[src/rtl/arm_pipe_hazard_ctrl.sv]
`default_nettype none
// ============================================================================
//  Module   : arm_pipe_hazard_ctrl
//  Brief    : IF/ID, ID/EX, EX/MEM and MEM/WB pipeline registers for the ARM
//             datapath. Provides per-stage valid bits, a load-use interlock,
//             taken-branch flush, a global external stall and EX operand
//             forwarding. Control words are carried opaquely.
//  Revision : 1.0 - initial release
// ============================================================================
module arm_pipe_hazard_ctrl #(
  parameter int DW        = 32,
  parameter int AW        = 32,
  parameter int CW        = 32,
  parameter int RW        = 4,
  parameter int NOFWD_REG = 15
) (
  input  logic            Clk,
  input  logic            Reset,
  input  logic            ext_stall,
  output logic            pc_en,
  // fetch side
  input  logic            if_valid,
  input  logic [DW-1:0]   if_instr,
  input  logic [AW-1:0]   if_pc,
  // decode side
  output logic            id_valid,
  output logic [DW-1:0]   id_instr,
  input  logic [CW-1:0]   id_ctrl,
  input  logic [3*RW-1:0] id_regs,
  input  logic [3:0]      id_flags,
  input  logic [DW-1:0]   id_opa,
  input  logic [DW-1:0]   id_opb,
  // execute side
  output logic            ex_valid,
  output logic [CW-1:0]   ex_ctrl,
  output logic [AW-1:0]   ex_pc,
  output logic [DW-1:0]   ex_a,
  output logic [DW-1:0]   ex_b,
  input  logic [DW-1:0]   ex_result,
  input  logic            ex_branch_taken,
  // memory side
  output logic            mem_valid,
  output logic [CW-1:0]   mem_ctrl,
  output logic [DW-1:0]   mem_alu,
  output logic [DW-1:0]   mem_data,
  input  logic [DW-1:0]   mem_rdata,
  // writeback side
  output logic            wb_we,
  output logic [RW-1:0]   wb_rd,
  output logic [DW-1:0]   wb_value,
  output logic [CW-1:0]   wb_ctrl,
  output logic [3:0]      fwd_sel
);

  localparam logic [1:0]    c_sel_rf   = 2'b00;
  localparam logic [1:0]    c_sel_mem  = 2'b01;
  localparam logic [1:0]    c_sel_wb   = 2'b10;
  localparam logic [RW-1:0] c_nofwd    = RW'(NOFWD_REG);

  // Flag bit positions within {is_load, wr_rd, use_rm, use_rn}
  localparam int            c_f_use_rn  = 0;
  localparam int            c_f_use_rm  = 1;
  localparam int            c_f_wr_rd   = 2;
  localparam int            c_f_is_load = 3;

  // ---------------------------------------------------------------- IF/ID
  logic            id_valid_q, id_valid_d;
  logic [DW-1:0]   id_instr_q, id_instr_d;
  logic [AW-1:0]   id_pc_q,    id_pc_d;

  // ---------------------------------------------------------------- ID/EX
  logic            ex_valid_q, ex_valid_d;
  logic [CW-1:0]   ex_ctrl_q,  ex_ctrl_d;
  logic [AW-1:0]   ex_pc_q,    ex_pc_d;
  logic [3*RW-1:0] ex_regs_q,  ex_regs_d;
  logic [3:0]      ex_flags_q, ex_flags_d;
  logic [DW-1:0]   ex_opa_q,   ex_opa_d;
  logic [DW-1:0]   ex_opb_q,   ex_opb_d;

  // --------------------------------------------------------------- EX/MEM
  logic            mem_valid_q,   mem_valid_d;
  logic [CW-1:0]   mem_ctrl_q,    mem_ctrl_d;
  logic [DW-1:0]   mem_alu_q,     mem_alu_d;
  logic [DW-1:0]   mem_data_q,    mem_data_d;
  logic [RW-1:0]   mem_rd_q,      mem_rd_d;
  logic            mem_is_load_q, mem_is_load_d;
  logic            mem_wr_rd_q,   mem_wr_rd_d;

  // --------------------------------------------------------------- MEM/WB
  logic            wb_we_q,    wb_we_d;
  logic [RW-1:0]   wb_rd_q,    wb_rd_d;
  logic [DW-1:0]   wb_value_q, wb_value_d;
  logic [CW-1:0]   wb_ctrl_q,  wb_ctrl_d;

  // ------------------------------------------------------- decoded fields
  logic [RW-1:0]   w_id_rd, w_id_rm, w_id_rn;
  logic [RW-1:0]   w_ex_rd, w_ex_rm, w_ex_rn;
  logic            w_ex_use_rn, w_ex_use_rm, w_ex_wr_rd, w_ex_is_load;
  logic            w_flush;
  logic            w_load_use;
  logic            w_hold_id;
  logic [1:0]      w_a_sel, w_b_sel;
  logic [DW-1:0]   w_ex_a, w_ex_b;

  assign w_id_rn = id_regs[RW-1:0];
  assign w_id_rm = id_regs[2*RW-1:RW];
  assign w_id_rd = id_regs[3*RW-1:2*RW];

  assign w_ex_rn = ex_regs_q[RW-1:0];
  assign w_ex_rm = ex_regs_q[2*RW-1:RW];
  assign w_ex_rd = ex_regs_q[3*RW-1:2*RW];

  assign w_ex_use_rn  = ex_flags_q[c_f_use_rn];
  assign w_ex_use_rm  = ex_flags_q[c_f_use_rm];
  assign w_ex_wr_rd   = ex_flags_q[c_f_wr_rd];
  assign w_ex_is_load = ex_flags_q[c_f_is_load];

  // A taken branch resolved by a valid EX instruction redirects fetch.
  assign w_flush = ex_valid_q && ex_branch_taken;

  // A valid load in EX whose destination is read by the valid ID instruction.
  assign w_load_use = id_valid_q && ex_valid_q && w_ex_is_load && w_ex_wr_rd &&
                      ((id_flags[c_f_use_rn] && (w_id_rn == w_ex_rd)) ||
                       (id_flags[c_f_use_rm] && (w_id_rm == w_ex_rd)));

  // Flush wins over the interlock: the dependent instruction is discarded.
  assign w_hold_id = w_load_use && !w_flush;

  // PC advances unless frozen by memory or held by the interlock.
  assign pc_en = Reset || (!ext_stall && !w_hold_id);

  // Pick the freshest producer of each EX operand; EX/MEM is newer than MEM/WB.
  always_comb begin
    w_a_sel = c_sel_rf;
    w_b_sel = c_sel_rf;
    if (w_ex_use_rn && (w_ex_rn != c_nofwd)) begin
      if (mem_valid_q && mem_wr_rd_q && !mem_is_load_q && (mem_rd_q == w_ex_rn))
        w_a_sel = c_sel_mem;
      else if (wb_we_q && (wb_rd_q == w_ex_rn))
        w_a_sel = c_sel_wb;
    end
    if (w_ex_use_rm && (w_ex_rm != c_nofwd)) begin
      if (mem_valid_q && mem_wr_rd_q && !mem_is_load_q && (mem_rd_q == w_ex_rm))
        w_b_sel = c_sel_mem;
      else if (wb_we_q && (wb_rd_q == w_ex_rm))
        w_b_sel = c_sel_wb;
    end
  end

  // Operand muxes driven by the forwarding selects.
  always_comb begin
    unique case (w_a_sel)
      c_sel_mem: w_ex_a = mem_alu_q;
      c_sel_wb:  w_ex_a = wb_value_q;
      default:   w_ex_a = ex_opa_q;
    endcase
    unique case (w_b_sel)
      c_sel_mem: w_ex_b = mem_alu_q;
      c_sel_wb:  w_ex_b = wb_value_q;
      default:   w_ex_b = ex_opb_q;
    endcase
  end

  // IF/ID next state: flushed on a taken branch, held by the interlock.
  always_comb begin
    id_valid_d = if_valid;
    id_instr_d = if_instr;
    id_pc_d    = if_pc;
    if (w_flush) begin
      id_valid_d = 1'b0;
      id_instr_d = '0;
      id_pc_d    = '0;
    end else if (w_load_use) begin
      id_valid_d = id_valid_q;
      id_instr_d = id_instr_q;
      id_pc_d    = id_pc_q;
    end
  end

  // ID/EX next state: a bubble is inserted on flush or interlock.
  always_comb begin
    ex_valid_d = id_valid_q;
    ex_ctrl_d  = id_ctrl;
    ex_pc_d    = id_pc_q;
    ex_regs_d  = id_regs;
    ex_flags_d = id_valid_q ? id_flags : 4'b0000;
    ex_opa_d   = id_opa;
    ex_opb_d   = id_opb;
    if (w_flush || w_load_use) begin
      ex_valid_d = 1'b0;
      ex_ctrl_d  = '0;
      ex_pc_d    = '0;
      ex_regs_d  = '0;
      ex_flags_d = 4'b0000;
      ex_opa_d   = '0;
      ex_opb_d   = '0;
    end
  end

  // EX/MEM next state: always advances (including the resolving branch).
  always_comb begin
    mem_valid_d   = ex_valid_q;
    mem_ctrl_d    = ex_ctrl_q;
    mem_alu_d     = ex_result;
    mem_data_d    = w_ex_b;
    mem_rd_d      = w_ex_rd;
    mem_is_load_d = w_ex_is_load;
    mem_wr_rd_d   = w_ex_wr_rd;
  end

  // MEM/WB next state: select loaded data or ALU result for writeback.
  always_comb begin
    wb_we_d    = mem_valid_q && mem_wr_rd_q;
    wb_rd_d    = mem_rd_q;
    wb_value_d = mem_is_load_q ? mem_rdata : mem_alu_q;
    wb_ctrl_d  = mem_ctrl_q;
  end

  // Pipeline registers: cleared on reset, frozen as a whole by ext_stall.
  always_ff @(posedge Clk) begin
    if (Reset) begin
      id_valid_q    <= 1'b0;
      id_instr_q    <= '0;
      id_pc_q       <= '0;
      ex_valid_q    <= 1'b0;
      ex_ctrl_q     <= '0;
      ex_pc_q       <= '0;
      ex_regs_q     <= '0;
      ex_flags_q    <= 4'b0000;
      ex_opa_q      <= '0;
      ex_opb_q      <= '0;
      mem_valid_q   <= 1'b0;
      mem_ctrl_q    <= '0;
      mem_alu_q     <= '0;
      mem_data_q    <= '0;
      mem_rd_q      <= '0;
      mem_is_load_q <= 1'b0;
      mem_wr_rd_q   <= 1'b0;
      wb_we_q       <= 1'b0;
      wb_rd_q       <= '0;
      wb_value_q    <= '0;
      wb_ctrl_q     <= '0;
    end else if (!ext_stall) begin
      id_valid_q    <= id_valid_d;
      id_instr_q    <= id_instr_d;
      id_pc_q       <= id_pc_d;
      ex_valid_q    <= ex_valid_d;
      ex_ctrl_q     <= ex_ctrl_d;
      ex_pc_q       <= ex_pc_d;
      ex_regs_q     <= ex_regs_d;
      ex_flags_q    <= ex_flags_d;
      ex_opa_q      <= ex_opa_d;
      ex_opb_q      <= ex_opb_d;
      mem_valid_q   <= mem_valid_d;
      mem_ctrl_q    <= mem_ctrl_d;
      mem_alu_q     <= mem_alu_d;
      mem_data_q    <= mem_data_d;
      mem_rd_q      <= mem_rd_d;
      mem_is_load_q <= mem_is_load_d;
      mem_wr_rd_q   <= mem_wr_rd_d;
      wb_we_q       <= wb_we_d;
      wb_rd_q       <= wb_rd_d;
      wb_value_q    <= wb_value_d;
      wb_ctrl_q     <= wb_ctrl_d;
    end
  end

  assign id_valid  = id_valid_q;
  assign id_instr  = id_instr_q;
  assign ex_valid  = ex_valid_q;
  assign ex_ctrl   = ex_ctrl_q;
  assign ex_pc     = ex_pc_q;
  assign ex_a      = w_ex_a;
  assign ex_b      = w_ex_b;
  assign mem_valid = mem_valid_q;
  assign mem_ctrl  = mem_ctrl_q;
  assign mem_alu   = mem_alu_q;
  assign mem_data  = mem_data_q;
  assign wb_we     = wb_we_q;
  assign wb_rd     = wb_rd_q;
  assign wb_value  = wb_value_q;
  assign wb_ctrl   = wb_ctrl_q;
  assign fwd_sel   = {w_b_sel, w_a_sel};

endmodule
`default_nettype wire

[config.mk]
export PLATFORM = sky130hd
export DESIGN_NAME = arm_pipe_hazard_ctrl
export DESIGN_NICKNAME = d
export VERILOG_FILES = /design/src/rtl/arm_pipe_hazard_ctrl.sv
export SDC_FILE = /design/constraint.sdc
export NUM_CORES = 1
export LEC_CHECK = 0
export ABC_CLOCK_PERIOD_IN_PS = 3500
export CAP_MARGIN = 20
export CELL_PAD_IN_SITES_DETAIL_PLACEMENT = 1
export CELL_PAD_IN_SITES_GLOBAL_PLACEMENT = 1
export CORE_AREA = 2 2 227 229
export CTS_BUF_LIST = sky130_fd_sc_hd__clkbuf_2
export DETAILED_ROUTE_END_ITERATION = 12
export DIE_AREA = 0 0 229 231
export PLACE_DENSITY_LB_ADDON = 0.12
export RECOVER_POWER = 50
export SYNTH_ARGS = -nofsm -noshare
export SYNTH_HDL_FRONTEND = slang
export SYNTH_SLANG_ARGS = --single-unit
export TNS_END_PERCENT = 1
[constraint.sdc]
create_clock -name Clk -period 3.5 [get_ports Clk]
set_input_delay 0.7 -clock Clk [delete_from_list [all_inputs] [get_ports Clk]]
set_output_delay 0.7 -clock Clk [all_outputs]
set_load 0.01 [all_outputs]
* Yosys cells after proc, flatten, opt, wreduce, memory -nomap -nowiden
Cells that the tools add are included.
** Cells by class
- Shifts and indexed selects :: 0
- Bitwise gates (word level) :: 1
- Multipliers :: 0
- Add/subtract/negate cells :: 0
- Divide/modulo/power cells :: 0
- Eq/ne operators :: 13
- Multiplexer cells :: 23
- $lt $le $gt $ge :: 0
- Reduce and logical (&&, ||, !) cells :: 25
** Operator list (count)
- $mux W32 :: 9
- $pmux W32 S2 :: 2
- $eq A4 B4 Y1 :: 6
- $logic_and A1 B1 Y1 :: 17
- $mux W12 :: 1
- $mux W2 :: 6
- $mux W4 :: 2
- $ne A4 B4 Y1 const B :: 2
- $eq A2 B1 Y1 const B :: 2
- $eq A2 B2 Y1 const B :: 2
- $logic_not A1 Y1 :: 4
- $logic_or A1 B1 Y1 :: 3
- $mux W1 :: 3
- $ne A2 B2 Y1 const B :: 1
- $reduce_and A2 Y1 :: 1
- $not A1 Y1 :: 1
** Storage, ports and cells
- Register bits :: 382
- ROM bits :: 0
- Input bits :: 245
- Memories :: 0
- Bits in writable memories :: 0
- Bits in latches :: 0

* Longest topological paths before layout
Gate-level depths: netlist of run 1.
- Word-level depth :: 8
- Mapped depth :: 12

* Worst setup path before layout of run 1
OpenSTA, ideal clock, no wires.
- Path kind :: reg2out
- From :: register mem_is_load_q
- To :: output port ex_b[0]
- Cell stages (with the launch flop) :: 10
- Path slack :: 0.443 ns
- Arrival :: 2.357 ns
- Data required time :: 2.800 ns
- Cell sequence :: dfxtp_1 clkbuf_1 or2_2 nor2_1 or4_1 inv_1 ha_1 clkbuf_1 a22oi_1 o21ai_0
** Between the ends
- Longest elaborated chain between the ends :: 7
- Elaborated cells on any way between the ends :: 8
- Those cells by class :: eq/ne: 2; mux: 3; reduce/logical: 3
** RTL lines
- start, declared :: line 86 : logic mem_is_load_q, mem_is_load_d;
- start signal, assigned :: line 259 : mem_is_load_q <= mem_is_load_d;
- $logic_not A1 Y1 * :: line 143 : if (mem_valid_q && mem_wr_rd_q && !mem_is_load_q && (mem_rd_q == w_ex_rm))
- $logic_and A1 B1 Y1 * (2 in series) :: line 143
- $mux W2 * :: line 143
- $mux W2 * :: line 142 : if (w_ex_use_rm && (w_ex_rm != c_nofwd)) begin
- named net fwd_sel[3] :: line 52 : output logic [3:0] fwd_sel
- $eq A2 B2 Y1 or $eq A2 B1 Y1 (tied branches) :: line 157 : unique case (w_b_sel)
- $pmux W32 S2 * :: line 157
- end, declared :: line 38 : output logic [DW-1:0] ex_b,
Mark *: on every way through the listed nets, which the timed path passes. The rest lies on a longest branch.

* Worst setup path after layout of run 1
- From :: register ex_regs_q[4]
- To :: output port ex_b[22]
** Between the ends
- Longest elaborated chain between the ends :: 7
- Elaborated cells on any way between the ends :: 12
- Those cells by class :: eq/ne: 5; mux: 4; reduce/logical: 3
** RTL lines
- start, declared :: line 75 : logic [3*RW-1:0] ex_regs_q, ex_regs_d;
- start signal, assigned :: line 250 : ex_regs_q <= ex_regs_d;
- $eq A4 B4 Y1 :: line 145 : else if (wb_we_q && (wb_rd_q == w_ex_rm))
- $logic_and A1 B1 Y1 :: line 145
- $mux W2 :: line 145
- $mux W2 :: line 143
- $mux W2 * :: line 142
- $eq A2 B2 Y1 or $eq A2 B1 Y1 (tied branches) :: line 157
- $pmux W32 S2 * :: line 157
Every way passes the cells marked *; elsewhere a longest branch is shown, timed or not.

==> results of run 1 <==
[kinds of logic (layout without fill, tap and decap cells)]
family / after synthesis / count (layout) / share of synthesized area (%)
adder cells (fa/ha/maj): 4 / 4 / 0.341
AO/OA/AOI/OAI: 376 / 376 / 18.2
AND/OR/NAND/NOR: 444 / 444 / 11.8
buffers and inverters: 142 / 855 / 4.46
multiplexers: 171 / 171 / 11.7
flip-flops: 382 / 382 / 52.1
other: 0 / 11 / 0
XOR/XNOR: 24 / 24 / 1.43
[sequential cells by signal, summed over array words and instances (netlist names), 4 cells and up]
name	cells
ex_ctrl	32
ex_flags_q	4
ex_opa_q	32
ex_opb_q	32
ex_pc	32
ex_regs_q	12
id_instr	32
id_pc_q	32
mem_alu	32
mem_ctrl	32
mem_data	32
mem_rd_q	4
wb_ctrl	32
wb_rd	4
wb_value	32
[cell type report]
class,count,area [um2],area share [%]
clock buffers,150,751,3.21
inverters,8,35.0,0.150
clock inverters,31,166,0.712
repair buffers,666,6840,29.3
well taps,680,851,3.64
multi-input cells,1019,7020,30.1
diodes,11,27.5,0.118
flip-flops and latches,382,7670,32.8
[final timing paths]
| path | slack (ns) | to | start | cells after the start |
|---|---|---|---|---|
| worst max-delay path | -0.50 | ex_b[22] | ex_regs_q[4] | 10 |
| worst min-delay path | 0.23 | id_pc_q[18] | if_pc[18] | 2 |
| worst max register to register | 0.23 | ex_opb_q[27] | ex_regs_q[10] | 7 |
| worst min register to register | 0.49 | id_pc_q[14] | id_pc_q[14] | 1 |
[per-layer routing]
metal  up-vias  share of wire (%)  track usage [%]  wire (um)
met4         6                3.2             11.5       2160
met2       532                 49             40.3      32900
met1      7242                 39             27.3      26200
li1       6795                  -                -          -
met5         -              0.072                0         48
met3       127                8.1             8.50       5420
[layout by cell type (no fill, tap or decap), types with 35 or more instances in the layout]
cell type | synthesis | layout
clkdlybuf4s50_1 | 0 | 506
dfxtp_1 | 382 | 369
nor2_1 | 353 | 350
mux2i_1 | 171 | 171
clkbuf_2 | 0 | 155
a22oi_1 | 205 | 150
a22o_1 | 64 | 64
nand2_1 | 72 | 55
a22oi_2 | 0 | 55
o21ai_2 | 0 | 45
buf_2 | 31 | 45
a21oi_1 | 35 | 35
buf_4 | 2 | 35
[power by group through the flow]
stage	Combinational (uW)	Sequential (uW)	Clock, uW
after floorplan	522	4810	0
after global placement	1340	4790	0
after detailed placement	1360	4800	0
after CTS	1360	4710	3400
after global routing	1450	4740	3620
final	1350	4720	3220
[critical path, stage by stage, from the launching register on]
cell	delay, ns
dfxtp_4	0.37
xnor2_2	0.13
nand4_1	0.11
nor2_2	0.07
or4_4	0.55
inv_4	0.09
ha_4	0.24
buf_12	0.16
buf_12	0.15
o21ai_2	0.22
buf_6	0.14
[stage by stage]
stage | cells | power (uW)
floorplan | 1543 | 5330
global placement | 2718 | 6130
detailed placement | 2718 | 6160
CTS | 2933 | 9470
global route | 2945 | 9810
finish | 2947 | 9290
[timing repair]
| action | in CTS | in global routing |
|---|---|---|
| buffers inserted | 18 | 11 |
| hold buffers | 3 | 0 |
| cloned | 13 | 4 |
| pin swaps | 34 | 38 |
| endpoints found under the setup margin | 69 | 68 |
| gates resized for setup | 475 | 92 |
| endpoints found under the hold margin | 35 | 0 |
==> impl_metrics.ini, run 1 <==
[clocking]
cts.sinks = 382
cts_buffers = 107
insertion_delay_ns = 1.06
clk_pin_slew_ns = 0.11
clockBufferDepth = 3
cts_tree = built
clock_tree.root_cell = clkbuf_2
htree_levels = 3

[setup_path]
path_max_fanout = 6
worst_setup_path_end_kind = output pin
cp_data_arrival_time_ns = 3.30
worstPathRequired_ns = 2.80
startpoint_type = flip-flop
critical_path_class = flip-flop to output pin

[power_and_ir_drop]
peakVddDrop_mv = 0.187
clkPwrFrac_pct = 34.7
power_switching_uw = 2770
static-leakage-power_uw = 0.00932
swShare_pct = 29.9
seq_power_share_pct = 50.8
p_per_area_nw_per_um2 = 398
p_int_uw = 6510
pwr-share-comb_pct = 14.5

[floorplan]
design.die.area_um2 = 52900
coreArea_um2 = 50700
io_pins = 578
row_count = 83
die_w_um = 229
chipHeight_um = 231
initial_core_util_pct = 28.9

[detailed_routing]
post-route-drc-count = 0
routed_wl_um = 66700
avgViaCountPerCell = 4.99
routedWlPerCell_um = 22.6
num_vias = 14702
drtIter0Drc = 865
drt_pass1_iterations = 5
ant_nets = 0

[place]
place_hpwl_um = 42300
placed_area_um2 = 21300
dp_slack_ns = -0.0968
place.gp.congestion = 0.804
port_buffers = 577

[sta]
worst_slack_ns = -0.496
timing.hold.ws_ns = 0.225
relSlewSlack_pct = -64.8
rsz0062_at_grt = true
worst_slew_pin_slew_ns = 2.47
final_max_slew_viol_count = 320
hold_violations = 0
fin_crit_sh_pct = 114
final.setup.tns_ns = -27.15
setup_violations = 64
finClkSkew_ns = 0.0540
final.min_clock_period_ns = 4.00
max_freq_mhz = 250

[logic_synthesis]
synth_edf_count = 0
synth-seq-cells = 382
yosys-top-cells-area = dfxtp_1 52%, mux2i_1 12%, a22oi_1 10%
syn_nets = 1792
postSynthCellCount = 1543
synth_top_cell_by_area = dfxtp_1
synth_area_um2 = 14700
ys.flop_type = dfxtp_1
async_reset_ff_share_pct = 0
ys_top_cells_by_count = 382 x dfxtp_1, 353 x nor2_1, 205 x a22oi_1, 171 x mux2i_1, 86 x clkbuf_1
synth.distinct_cells = 29
netlist.area_leader.share_pct = 52.1
yosysMostFrequentCell = dfxtp_1
seq_area_frac_synth_pct = 52.1
synth_warnings = 0
syn_area_per_cell_um2 = 9.51

[finish]
postLayoutCoreUtil_pct = 46.1
fin_area_um2 = 23400
drive_gt1_share_pct = 20.9
nNetsFinal = 2433
area_growth_pct = 59.3
fillerInstances = 5837

[run_status]
violations = max-capacitance violations, max-slew violations, negative setup slack
status = finished with violations

[global_routing]
grt_pass1_wl_um = 97100
grt_pass1_vias = 15401
antenna_found_initial = 14
gr-total-overflow = 0
grt_usage_pct = 24.1
grt_start_max_net_pins = 174

[min_path]
hold_class = input pin to flip-flop

[flow_run]
maxCapViolCount = 2
No activity file was read; power rests on OpenSTA's default activity.
==> run 2, diff against run 1 <==
==> constraint.sdc (replaced) <==
create_clock -name Clk -period 3.5 [get_ports Clk]
set_input_delay 1.05 -clock Clk [delete_from_list [all_inputs] [get_ports Clk]]
set_output_delay 1.05 -clock Clk [all_outputs]
set_load 0.01 [all_outputs]
==> impl_metrics.ini, run 2 (synthesized netlist as in run 1, its figures left out) <==
[run_status]
status = finished with violations
violations = max-capacitance violations, max-slew violations, negative setup slack

[setup_path]
regToRegSetupSlack_ns = 0.46
startpoint_type = flip-flop
timing.rr.end = ex_opa_q[8]
reg2reg_depth = 8
path_max_fanout = 8
regToRegStartpoint = ex_valid
worst_setup_path_end_kind = output pin
critical_path_class = flip-flop to output pin
worstPathRequired_ns = 2.45
cp_data_arrival_time_ns = 3.33

[floorplan]
design.die.area_um2 = 52900
initial_core_util_pct = 28.9
coreArea_um2 = 50700
die_w_um = 229
io_pins = 578
chipHeight_um = 231
row_count = 83

[finish]
nNetsFinal = 2461
regArea_um2 = 7670
fillerInstances = 5878
drive_gt1_share_pct = 20.3
multi_input_area_um2 = 6810
final_cell_mix = 507 x clkdlybuf4s50_1, 370 x dfxtp_1, 351 x nor2_1
area_growth_pct = 57.5
final_common_cell = clkdlybuf4s50_1

[min_path]
holdPathStages = 2
hp-start = Reset
hold_class = input pin to flip-flop
hold_end = ex_regs_q[8]

[clocking]
cts.sinks = 382
postCtsHoldBufs = 0
clk_pin_slew_ns = 0.10
cts_tree = built
clock_tree.root_cell = clkbuf_2
cts_buffers = 108
htree_levels = 3
insertion_delay_ns = 1.07
clockBufferDepth = 3

[sta]
worst_slew_pin_slew_ns = 2.46
worst_slack_ns = -0.877
fin_crit_sh_pct = 125
max_freq_mhz = 228
setup_violations = 69
rsz0062_at_grt = true
final.setup.tns_ns = -48.77
finClkSkew_ns = 0.0676
hold_violations = 0
final.min_clock_period_ns = 4.38
final_max_slew_viol_count = 387
relSlewSlack_pct = -63.9
timing.hold.ws_ns = 0.390

[global_routing]
antenna_found_initial = 14
grt_usage_pct = 22.8
grt_pass1_wl_um = 92800
gr-total-overflow = 0
grt_start_max_net_pins = 195
grt_pass1_vias = 15195

[power_and_ir_drop]
peakVddDrop_mv = 0.199
static-leakage-power_uw = 0.00933
p_per_area_nw_per_um2 = 408

[detailed_routing]
num_vias = 14466
wl_met3_um = 5060
routedWlPerCell_um = 20.9
avgViaCountPerCell = 4.85
met1_length_um = 24800
drt_pass1_iterations = 4
routed_wl_um = 62200
met2WireLength_um = 30700
routed.top_layer = met5
ant_nets = 0
drtIter0Drc = 594
post-route-drc-count = 0

[flow_run]
maxCapViolCount = 3

[place]
port_buffers = 577
dp_slack_ns = -0.492
place.gp.congestion = 0.796
place_hpwl_um = 43400
==> run 2: through the flow <==
step | power, uW | instances | util (%) | cell area [um2]
2_1_floorplan | 5330 | 1543 | - | 14700
3_3_place_gp | 6140 | 2773 | 42.9 | 21800
3_5_place_dp | 6170 | 2773 | 42.9 | 21800
4_1_cts | 9650 | 2971 | 45.5 | 23000
5_1_grt | 9980 | 2979 | 45.6 | 23100
6_report | 9420 | 2981 | 45.6 | 23100
==> run 2: area by class of cell <==
cell class	instances	share of cell area, %
sequential	382	33.2
tap	680	3.68
clock inverter	28	0.731
clock buffer	164	3.55
antenna	7	0.0758
inverter	8	0.152
timing repair buffer	693	29.1
multi-input combinational	1019	29.5
==> run 2: worst max-delay path by stage <==
stage                        startpoint  endpoint  slack, ns  cells after the start
after global routing       ex_regs_q[5]  ex_b[24]      -1.10                     11
after detailed placement    mem_rd_q[2]   ex_a[0]      -0.49                     11
after global placement        mem_valid   ex_a[0]      -0.36                     10
after CTS                  ex_regs_q[6]  ex_b[15]      -1.14                     11
after floorplan           mem_is_load_q   ex_b[0]       0.09                      9
final                      ex_regs_q[5]  ex_b[28]      -0.88                     12
==> run 2: what timing repair did <==
item                                   CTS  global route
setup endpoints to repair               70            69
gates cloned                             3             0
resized for setup                      442            65
buffers inserted                        11             5
endpoints found under the hold margin    0             0
pin swaps                               35            38
==> run 2: routing by layer <==
layer  global-route usage (%)  vias to the layer above
met5                        0                        -
met2                     39.4                      483
met1                     25.6                     7025
met4                     8.44                       14
li1                         -                     6843
met3                     8.41                      101
==> run 2: worst max-delay path: stages, from the launching register on <==
cell	delay, ns
dfxtp_4	0.36
buf_6	0.11
xnor2_1	0.12
nand4_1	0.12
nor2_2	0.06
or4_4	0.45
buf_6	0.14
ha_4	0.24
buf_6	0.14
a22oi_2	0.17
o21ai_2	0.09
buf_4	0.14
buf_6	0.11
==> run 2: report_power, final <==
group	switching (uW)	internal, uW	total, uW
Clock	1980	1390	3370
Sequential	165	4540	4710
Combinational	603	738	1340
